==> src/rtl/Def.svh <==
// Global address and data widths shared by the arbiter, its interface and the bench.
`ifndef DEF_SVH
`define DEF_SVH
`define ADDR_SIZE 16
`define DATA_SIZE 16
`endif

==> src/rtl/mem_arb_pkg.sv <==
// Shared types and default parameters for the fetch/data memory port arbiter.
`include "Def.svh"

package mem_arb_pkg;

    localparam int ADDR_W           = `ADDR_SIZE;
    localparam int DATA_W           = `DATA_SIZE;
    localparam int MAX_D_STREAK_DEF = 4;
    localparam int TIMEOUT_DEF      = 15;

    typedef enum logic [1:0] {
        ST_IDLE = 2'd0,
        ST_BUSY = 2'd1,
        ST_RESP = 2'd2
    } arb_state_e;

    typedef enum logic {
        OWN_FETCH = 1'b0,
        OWN_DATA  = 1'b1
    } owner_e;

endpackage

==> src/rtl/mem_port_arbiter_if.sv <==
// Bundle of the fetch port, data port and shared-memory command/response signals.
`include "Def.svh"

interface mem_port_arbiter_if;
    import mem_arb_pkg::*;

    logic              i_req;
    logic [ADDR_W-1:0] i_addr;
    logic [DATA_W-1:0] i_rdata;
    logic              i_ack;
    logic              d_req;
    logic              d_we;
    logic [ADDR_W-1:0] d_addr;
    logic [DATA_W-1:0] d_wdata;
    logic [DATA_W-1:0] d_rdata;
    logic              d_ack;
    logic              mem_req;
    logic              mem_we;
    logic [ADDR_W-1:0] mem_addr;
    logic [DATA_W-1:0] mem_wdata;
    logic [DATA_W-1:0] mem_rdata;
    logic              mem_ready;
    logic              err;

    modport slave (
        input  i_req, i_addr, d_req, d_we, d_addr, d_wdata, mem_rdata, mem_ready,
        output i_rdata, i_ack, d_rdata, d_ack, mem_req, mem_we, mem_addr, mem_wdata, err
    );

    modport master (
        output i_req, i_addr, d_req, d_we, d_addr, d_wdata, mem_rdata, mem_ready,
        input  i_rdata, i_ack, d_rdata, d_ack, mem_req, mem_we, mem_addr, mem_wdata, err
    );

endinterface

==> src/rtl/mem_arb_select.sv <==
// Winner selection between fetch and data ports, with a data-streak counter that
// lets a waiting fetch through after MAX_D_STREAK consecutive data grants.
module mem_arb_select
    import mem_arb_pkg::*;
#(
    parameter int MAX_D_STREAK = MAX_D_STREAK_DEF
) (
    input  logic   clk,
    input  logic   reset,
    input  logic   grant_en,
    input  logic   i_req,
    input  logic   d_req,
    output logic   gnt_valid,
    output owner_e gnt_owner
);

    localparam int            SW         = $clog2(MAX_D_STREAK + 1);
    localparam logic [SW-1:0] STREAK_MAX = SW'(MAX_D_STREAK);

    logic [SW-1:0] streak_q;
    logic [SW-1:0] streak_d;

    // Data wins unless the fetch port has waited through a full streak.
    always_comb begin
        gnt_valid = i_req | d_req;
        if (i_req && (!d_req || (streak_q == STREAK_MAX))) begin
            gnt_owner = OWN_FETCH;
        end else begin
            gnt_owner = OWN_DATA;
        end
    end

    // Streak only grows while fetch is actually being held off.
    always_comb begin
        streak_d = streak_q;
        if (grant_en && gnt_valid) begin
            if (gnt_owner == OWN_FETCH) begin
                streak_d = {SW{1'b0}};
            end else if (!i_req) begin
                streak_d = {SW{1'b0}};
            end else if (streak_q != STREAK_MAX) begin
                streak_d = streak_q + SW'(1);
            end else begin
                streak_d = streak_q;
            end
        end else begin
            streak_d = streak_q;
        end
    end

    // Streak register.
    always_ff @(posedge clk) begin
        if (reset) begin
            streak_q <= {SW{1'b0}};
        end else begin
            streak_q <= streak_d;
        end
    end

endmodule

==> src/rtl/mem_port_arbiter.sv <==
// Two-port (fetch/data) arbiter onto a single shared memory: IDLE grants,
// BUSY holds the latched command until mem_ready or timeout, RESP pulses the ack.
module mem_port_arbiter
    import mem_arb_pkg::*;
#(
    parameter int MAX_D_STREAK = MAX_D_STREAK_DEF,
    parameter int TIMEOUT      = TIMEOUT_DEF
) (
    input  logic              clk,
    input  logic              reset,
    mem_port_arbiter_if.slave bus
);

    localparam int            CW      = $clog2(TIMEOUT + 1);
    localparam logic [CW-1:0] TO_LAST = CW'(TIMEOUT - 1);

    arb_state_e        state_q, state_d;
    owner_e            owner_q, owner_d;
    logic              we_q, we_d;
    logic [ADDR_W-1:0] addr_q, addr_d;
    logic [DATA_W-1:0] wdata_q, wdata_d;
    logic [CW-1:0]     cnt_q, cnt_d;
    logic              err_q, err_d;
    logic [DATA_W-1:0] i_rdata_q, i_rdata_d;
    logic [DATA_W-1:0] d_rdata_q, d_rdata_d;
    logic              i_ack_q, i_ack_d;
    logic              d_ack_q, d_ack_d;
    logic              mem_req_q, mem_req_d;

    logic              gnt_valid_s;
    owner_e            gnt_owner_s;
    logic [DATA_W-1:0] rd_val_s;

    mem_arb_select #(
        .MAX_D_STREAK (MAX_D_STREAK)
    ) u_select (
        .clk       (clk),
        .reset     (reset),
        .grant_en  (state_q == ST_IDLE),
        .i_req     (bus.i_req),
        .d_req     (bus.d_req),
        .gnt_valid (gnt_valid_s),
        .gnt_owner (gnt_owner_s)
    );

    // A timed-out read returns zero rather than whatever is on the bus.
    assign rd_val_s = bus.mem_ready ? bus.mem_rdata : {DATA_W{1'b0}};

    // Next-state and registered-output computation.
    always_comb begin
        state_d   = state_q;
        owner_d   = owner_q;
        we_d      = we_q;
        addr_d    = addr_q;
        wdata_d   = wdata_q;
        cnt_d     = cnt_q;
        err_d     = err_q;
        i_rdata_d = i_rdata_q;
        d_rdata_d = d_rdata_q;
        i_ack_d   = 1'b0;
        d_ack_d   = 1'b0;
        mem_req_d = 1'b0;
        case (state_q)
            ST_IDLE: begin
                cnt_d = {CW{1'b0}};
                if (gnt_valid_s) begin
                    owner_d   = gnt_owner_s;
                    state_d   = ST_BUSY;
                    mem_req_d = 1'b1;
                    if (gnt_owner_s == OWN_FETCH) begin
                        we_d    = 1'b0;
                        addr_d  = bus.i_addr;
                        wdata_d = {DATA_W{1'b0}};
                    end else begin
                        we_d    = bus.d_we;
                        addr_d  = bus.d_addr;
                        wdata_d = bus.d_wdata;
                    end
                end else begin
                    state_d = ST_IDLE;
                end
            end
            ST_BUSY: begin
                if (bus.mem_ready || (cnt_q == TO_LAST)) begin
                    state_d = ST_RESP;
                    cnt_d   = {CW{1'b0}};
                    if (!bus.mem_ready) begin
                        err_d = 1'b1;
                    end else begin
                        err_d = err_q;
                    end
                    if (owner_q == OWN_FETCH) begin
                        i_ack_d   = 1'b1;
                        i_rdata_d = rd_val_s;
                    end else begin
                        d_ack_d = 1'b1;
                        if (!we_q) begin
                            d_rdata_d = rd_val_s;
                        end else begin
                            d_rdata_d = d_rdata_q;
                        end
                    end
                end else begin
                    mem_req_d = 1'b1;
                    cnt_d     = cnt_q + CW'(1);
                end
            end
            ST_RESP: begin
                state_d = ST_IDLE;
                cnt_d   = {CW{1'b0}};
            end
            default: begin
                state_d = ST_IDLE;
                cnt_d   = {CW{1'b0}};
            end
        endcase
    end

    // State and output registers.
    always_ff @(posedge clk) begin
        if (reset) begin
            state_q   <= ST_IDLE;
            owner_q   <= OWN_FETCH;
            we_q      <= 1'b0;
            addr_q    <= {ADDR_W{1'b0}};
            wdata_q   <= {DATA_W{1'b0}};
            cnt_q     <= {CW{1'b0}};
            err_q     <= 1'b0;
            i_rdata_q <= {DATA_W{1'b0}};
            d_rdata_q <= {DATA_W{1'b0}};
            i_ack_q   <= 1'b0;
            d_ack_q   <= 1'b0;
            mem_req_q <= 1'b0;
        end else begin
            state_q   <= state_d;
            owner_q   <= owner_d;
            we_q      <= we_d;
            addr_q    <= addr_d;
            wdata_q   <= wdata_d;
            cnt_q     <= cnt_d;
            err_q     <= err_d;
            i_rdata_q <= i_rdata_d;
            d_rdata_q <= d_rdata_d;
            i_ack_q   <= i_ack_d;
            d_ack_q   <= d_ack_d;
            mem_req_q <= mem_req_d;
        end
    end

    assign bus.mem_req   = mem_req_q;
    assign bus.mem_we    = we_q;
    assign bus.mem_addr  = addr_q;
    assign bus.mem_wdata = wdata_q;
    assign bus.i_rdata   = i_rdata_q;
    assign bus.d_rdata   = d_rdata_q;
    assign bus.i_ack     = i_ack_q;
    assign bus.d_ack     = d_ack_q;
    assign bus.err       = err_q;

endmodule

==> src/flat_wrapper.sv <==
// flat-port wrapper written by rule: the top's interface ports become plain ports
module mem_port_arbiter_flat import mem_arb_pkg::*;
#(
    parameter int MAX_D_STREAK = MAX_D_STREAK_DEF,
    parameter int TIMEOUT      = TIMEOUT_DEF
)
  (clk, reset, bus_i_req, bus_i_addr, bus_d_req, bus_d_we, bus_d_addr, bus_d_wdata, bus_mem_rdata, bus_mem_ready, bus_i_rdata, bus_i_ack, bus_d_rdata, bus_d_ack, bus_mem_req, bus_mem_we, bus_mem_addr, bus_mem_wdata, bus_err);
  mem_port_arbiter_if bus_i ();
  input  logic clk;
  input  logic reset;
  input wire logic [$bits(bus_i.i_req)-1:0] bus_i_req;
  input wire logic [$bits(bus_i.i_addr)-1:0] bus_i_addr;
  input wire logic [$bits(bus_i.d_req)-1:0] bus_d_req;
  input wire logic [$bits(bus_i.d_we)-1:0] bus_d_we;
  input wire logic [$bits(bus_i.d_addr)-1:0] bus_d_addr;
  input wire logic [$bits(bus_i.d_wdata)-1:0] bus_d_wdata;
  input wire logic [$bits(bus_i.mem_rdata)-1:0] bus_mem_rdata;
  input wire logic [$bits(bus_i.mem_ready)-1:0] bus_mem_ready;
  output wire logic [$bits(bus_i.i_rdata)-1:0] bus_i_rdata;
  output wire logic [$bits(bus_i.i_ack)-1:0] bus_i_ack;
  output wire logic [$bits(bus_i.d_rdata)-1:0] bus_d_rdata;
  output wire logic [$bits(bus_i.d_ack)-1:0] bus_d_ack;
  output wire logic [$bits(bus_i.mem_req)-1:0] bus_mem_req;
  output wire logic [$bits(bus_i.mem_we)-1:0] bus_mem_we;
  output wire logic [$bits(bus_i.mem_addr)-1:0] bus_mem_addr;
  output wire logic [$bits(bus_i.mem_wdata)-1:0] bus_mem_wdata;
  output wire logic [$bits(bus_i.err)-1:0] bus_err;
  assign bus_i.i_req = bus_i_req;
  assign bus_i.i_addr = bus_i_addr;
  assign bus_i.d_req = bus_d_req;
  assign bus_i.d_we = bus_d_we;
  assign bus_i.d_addr = bus_d_addr;
  assign bus_i.d_wdata = bus_d_wdata;
  assign bus_i.mem_rdata = bus_mem_rdata;
  assign bus_i.mem_ready = bus_mem_ready;
  assign bus_i_rdata = bus_i.i_rdata;
  assign bus_i_ack = bus_i.i_ack;
  assign bus_d_rdata = bus_i.d_rdata;
  assign bus_d_ack = bus_i.d_ack;
  assign bus_mem_req = bus_i.mem_req;
  assign bus_mem_we = bus_i.mem_we;
  assign bus_mem_addr = bus_i.mem_addr;
  assign bus_mem_wdata = bus_i.mem_wdata;
  assign bus_err = bus_i.err;
  mem_port_arbiter #(.MAX_D_STREAK(MAX_D_STREAK), .TIMEOUT(TIMEOUT)) u_core (.clk(clk), .reset(reset), .bus(bus_i));
endmodule
==> config.mk <==
export PLATFORM = sky130hd
export DESIGN_NAME = mem_port_arbiter_flat
export DESIGN_NICKNAME = d
export VERILOG_FILES = /design/src/rtl/mem_arb_pkg.sv /design/src/rtl/mem_port_arbiter_if.sv /design/src/rtl/mem_arb_select.sv /design/src/rtl/mem_port_arbiter.sv /design/src/flat_wrapper.sv
export VERILOG_INCLUDE_DIRS = /design/src /design/src/rtl
export SDC_FILE = /design/constraint.sdc
export NUM_CORES = 1
export LEC_CHECK = 0
export CAP_MARGIN = 25
export CORE_MARGIN = 5
export CORE_UTILIZATION = 40
export DETAILED_ROUTE_END_ITERATION = 7
export PLACE_DENSITY = 0.8
export SYNTH_ARGS = -nofsm -noshare
export SYNTH_HDL_FRONTEND = slang
export SYNTH_HIERARCHICAL = 1
export SYNTH_SLANG_ARGS = --single-unit
==> constraint.sdc <==
create_clock -name clk -period 2.45 [get_ports clk]
set_clock_uncertainty 0.15 [all_clocks]
set_input_delay 0.3675 -clock clk [delete_from_list [all_inputs] [get_ports clk]]
set_output_delay 0.3675 -clock clk [all_outputs]
set_load 0.01 [all_outputs]
==> impl_metrics.toml <==
[run_status]
outcome = "finished, final reports clean"

[synthesis]
post-synth-top-count-cell = "sky130_fd_sc_hd__dfxtp_1"
synth_area_um2 = 3290
number_of_enable_type_register_cells_in_the_synthesized_netlist = 0
avgSynthCellArea_um2 = 9.13
synth_cell_type_count = 35
ys_async_sr_fraction = 0
netlist_instances = 360
synth_top_cells_by_area = "sky130_fd_sc_hd__dfxtp_1 (48%), sky130_fd_sc_hd__a21oi_1 (8.2%), sky130_fd_sc_hd__a211oi_2 (5.7%)"
syn_nets = 434
synth.largest_area_cell = "sky130_fd_sc_hd__dfxtp_1"
dominantRegCellSynth = "sky130_fd_sc_hd__dfxtp_1"
synthDominantCellAreaShare = 0.481
post_synth_most_frequent_cells = "sky130_fd_sc_hd__dfxtp_1 (79), sky130_fd_sc_hd__a21oi_1 (54), sky130_fd_sc_hd__nand2_1 (41), sky130_fd_sc_hd__nand3_1 (35), sky130_fd_sc_hd__nor2_1 (24)"
ys_seq_area_frac = 0.481
synth_seq_cells = 79
synthesis_warning_total = 6

[cts]
numCtsBuffers = 9
cts_hold_buf = 0
worstSkewPairLatency_ns = 0.33
htree_num_levels = 3
clk_path_buf_depth = 2
cts_resized = 0
clk_transition_reported_paths_ns = 0.07
cts_num_sinks = 79
clock_tree_from_tritoncts = "yes"
clk_root_buffer_cell = "sky130_fd_sc_hd__clkbuf_8"
postCtsSetupRepairBufs = 0

[place]
routabilityCongestion = 0.829
dp_hpwl_um = 7010
post-place-cells = 578
port-buffer-count = 138
post_placement_worst_setup_slack_ns = 0.237

[sta]
fin_setup_tns_ns = 0
final_period_demand_of_the_worst_path_ns = 1.97
final_hold_viol_count = 0
rsz0062_at_grt = "no"
finish_stage_setup_viols = 0
finalCritPeriodShare = 0.804
max_freq_ghz = 0.507
tightestPinTransition_ns = 0.644
post-route-worst-setup-slack_ns = 0.479
slew_headroom = 0.569
final_max_slew_viol_count = 0

[pwr]
power.density_nw_per_um2 = 627
post-layout-total-power_w = 0.00305
max-vdd-ir-drop_uv = 304
p_leak_nw = 1.77

[hold_path]
hp-class = "in2reg"

[die]
die_area_um2 = 10100
core_region_area_um2 = 8090
floorplan.die.width_um = 101
io-pin-count = 139
fp-row-count = 33
initial_core_utilization = 0.406
die_height_um = 101

[global_route]
initial_antenna_violation_count = 0
grt_pass1_vias = 3094
wire_length_of_the_first_global_routing_pass_um = 15300
globalRouteTotalUtil = 0.188
grt.overflow.total = 0
grt_max_degree = 50

[worst_setup_path]
critical_path.endpoint_type = "register"
critPathRequiredTime_ns = 2.56
worstSetupPathType = "reg2reg"
timing.critical_path.cells = "inv_1, ha_1, nand2_1, nand2_1, nand2_1, buf_4, buf_4, nand3_1, a21oi_1"
timing.critical_path.arrival_ns = 2.08
worstSetupStartpointType = "register"
worstPathBufferInverterCount = 3
critPathMaxStageDelay_ns = 0.37
timing.critical_path.max_delay_family = "buffers and inverters"
crit_top_cell = "sky130_fd_sc_hd__nand2_1"
timing.critical_path.slowest_stage_cell = "sky130_fd_sc_hd__dfxtp_1"
timing.critical_path.fanout_max = 18

[routing]
dr_wl_cell_um = 16.1
routed_via_count = 3113
postRouteWirelength_um = 9550
detail_route.iter0.violations = 113
drtAntennaViolNets = 0
drc = 0
detailedRoute.firstPassIterationCount = 4
avgViaCountPerCell = 5.24

[cells_and_area]
design.final.nets = 558
layout-drive-gt1-share = 0.0900
post_layout_cell_count = 594
insertedDiodeCount = 0
syn_to_final_growth_pct = 47.9
utilization = 0.601

[job]
max_cap_viol_count = 0
==> cell usage in the layout, fill, tap and decap left out, types with 2 or more instances in the layout <==
master / instances
sky130_fd_sc_hd__clkbuf_1: 2
sky130_fd_sc_hd__nand4_1: 2
sky130_fd_sc_hd__nor3b_1: 2
sky130_fd_sc_hd__o21ai_0: 22
sky130_fd_sc_hd__clkbuf_8: 11
sky130_fd_sc_hd__clkdlybuf4s50_1: 137
sky130_fd_sc_hd__or3b_1: 2
sky130_fd_sc_hd__a21oi_1: 54
sky130_fd_sc_hd__a211oi_2: 15
sky130_fd_sc_hd__nand2_1: 41
sky130_fd_sc_hd__mux2i_1: 16
sky130_fd_sc_hd__nand3_1: 35
sky130_fd_sc_hd__and4bb_2: 2
sky130_fd_sc_hd__o21ai_1: 12
sky130_fd_sc_hd__bufinv_16: 2
sky130_fd_sc_hd__nor2_1: 24
sky130_fd_sc_hd__dfxtp_1: 79
sky130_fd_sc_hd__inv_1: 3
sky130_fd_sc_hd__ha_1: 4
sky130_fd_sc_hd__buf_4: 6
==> layer usage <==
layer  global-route usage  wire length [um]
met1                0.229              4070
met2                0.299              4250
met3               0.0796              1070
met4               0.0611               148
met5                    0                 0
==> layout make-up <==
type / count / area, um^2
sequential: 79 / 1580
tap: 105 / 131
timing repair buffer: 145 / 1440
clock buffer: 13 / 159
multi-input combinational: 246 / 1470
clock inverter: 3 / 65.1
fill: 697 / 3230
inverter: 3 / 11.3
==> sequential cells by signal, indices dropped and copies added (netlist names) <==
register,count
u_core/bus.mem_req,1
u_core/state_q,2
u_core/u_select/streak_q,3
u_core/bus.err,1
u_core/bus.mem_wdata,16
u_core/cnt_q,4
u_core/bus.d_rdata,16
u_core/owner_q,1
u_core/bus.i_rdata,16
u_core/bus.d_ack,1
u_core/bus.mem_addr,16
u_core/bus.i_ack,1
u_core/bus.mem_we,1
==> worst paths after layout <==
path / startpoint / end / slack [ns] / cells past startpoint
worst max register to register: u_core/u_select/streak_q[0]$_SDFFE_PP0P_ / u_core/bus.mem_wdata[4]$_SDFFE_PP0P_ / 0.48 / 9
worst max-delay path: u_core/u_select/streak_q[0]$_SDFFE_PP0P_ / u_core/bus.mem_wdata[4]$_SDFFE_PP0P_ / 0.48 / 9
worst min register to register: u_core/bus.mem_wdata[5]$_SDFFE_PP0P_ / u_core/bus.mem_wdata[5]$_SDFFE_PP0P_ / 0.30 / 2
worst min-delay path: reset / u_core/owner_q$_SDFFE_PP0P_ / 0.16 / 2
==> report_power, final <==
part | leakage (nW) | internal, W | switching, W
Combinational | 1.01 | 0.000310 | 0.000273
Clock | 0.114 | 0.000629 | 0.000434
Sequential | 0.646 | 0.00136 | 0.0000450
Total | 1.77 | 0.00230 | 0.000751
==> metrics by stage <==
stage                     area, um^2  hold slack, ns
after floorplan                 3290           0.280
after global placement          4640           0.287
after detailed placement        4640           0.295
after CTS                       4860           0.135
after global routing            4860           0.169
final                           4860           0.155
==> cells by family (layout without fill, tap and decap cells) <==
| logic type | after synthesis | after routing | share of synthesized area |
|---|---|---|---|
| AO/OA/AOI/OAI | 106 | 106 | 0.203 |
| XOR/XNOR | 2 | 2 | 0.00533 |
| multiplexers | 16 | 16 | 0.0487 |
| adder cells (fa/ha/maj) | 4 | 4 | 0.0152 |
| AND/OR/NAND/NOR | 118 | 118 | 0.176 |
| buffers and inverters | 35 | 164 | 0.0708 |
| flip-flops | 79 | 79 | 0.481 |
(Power assumes the default switching activity.)
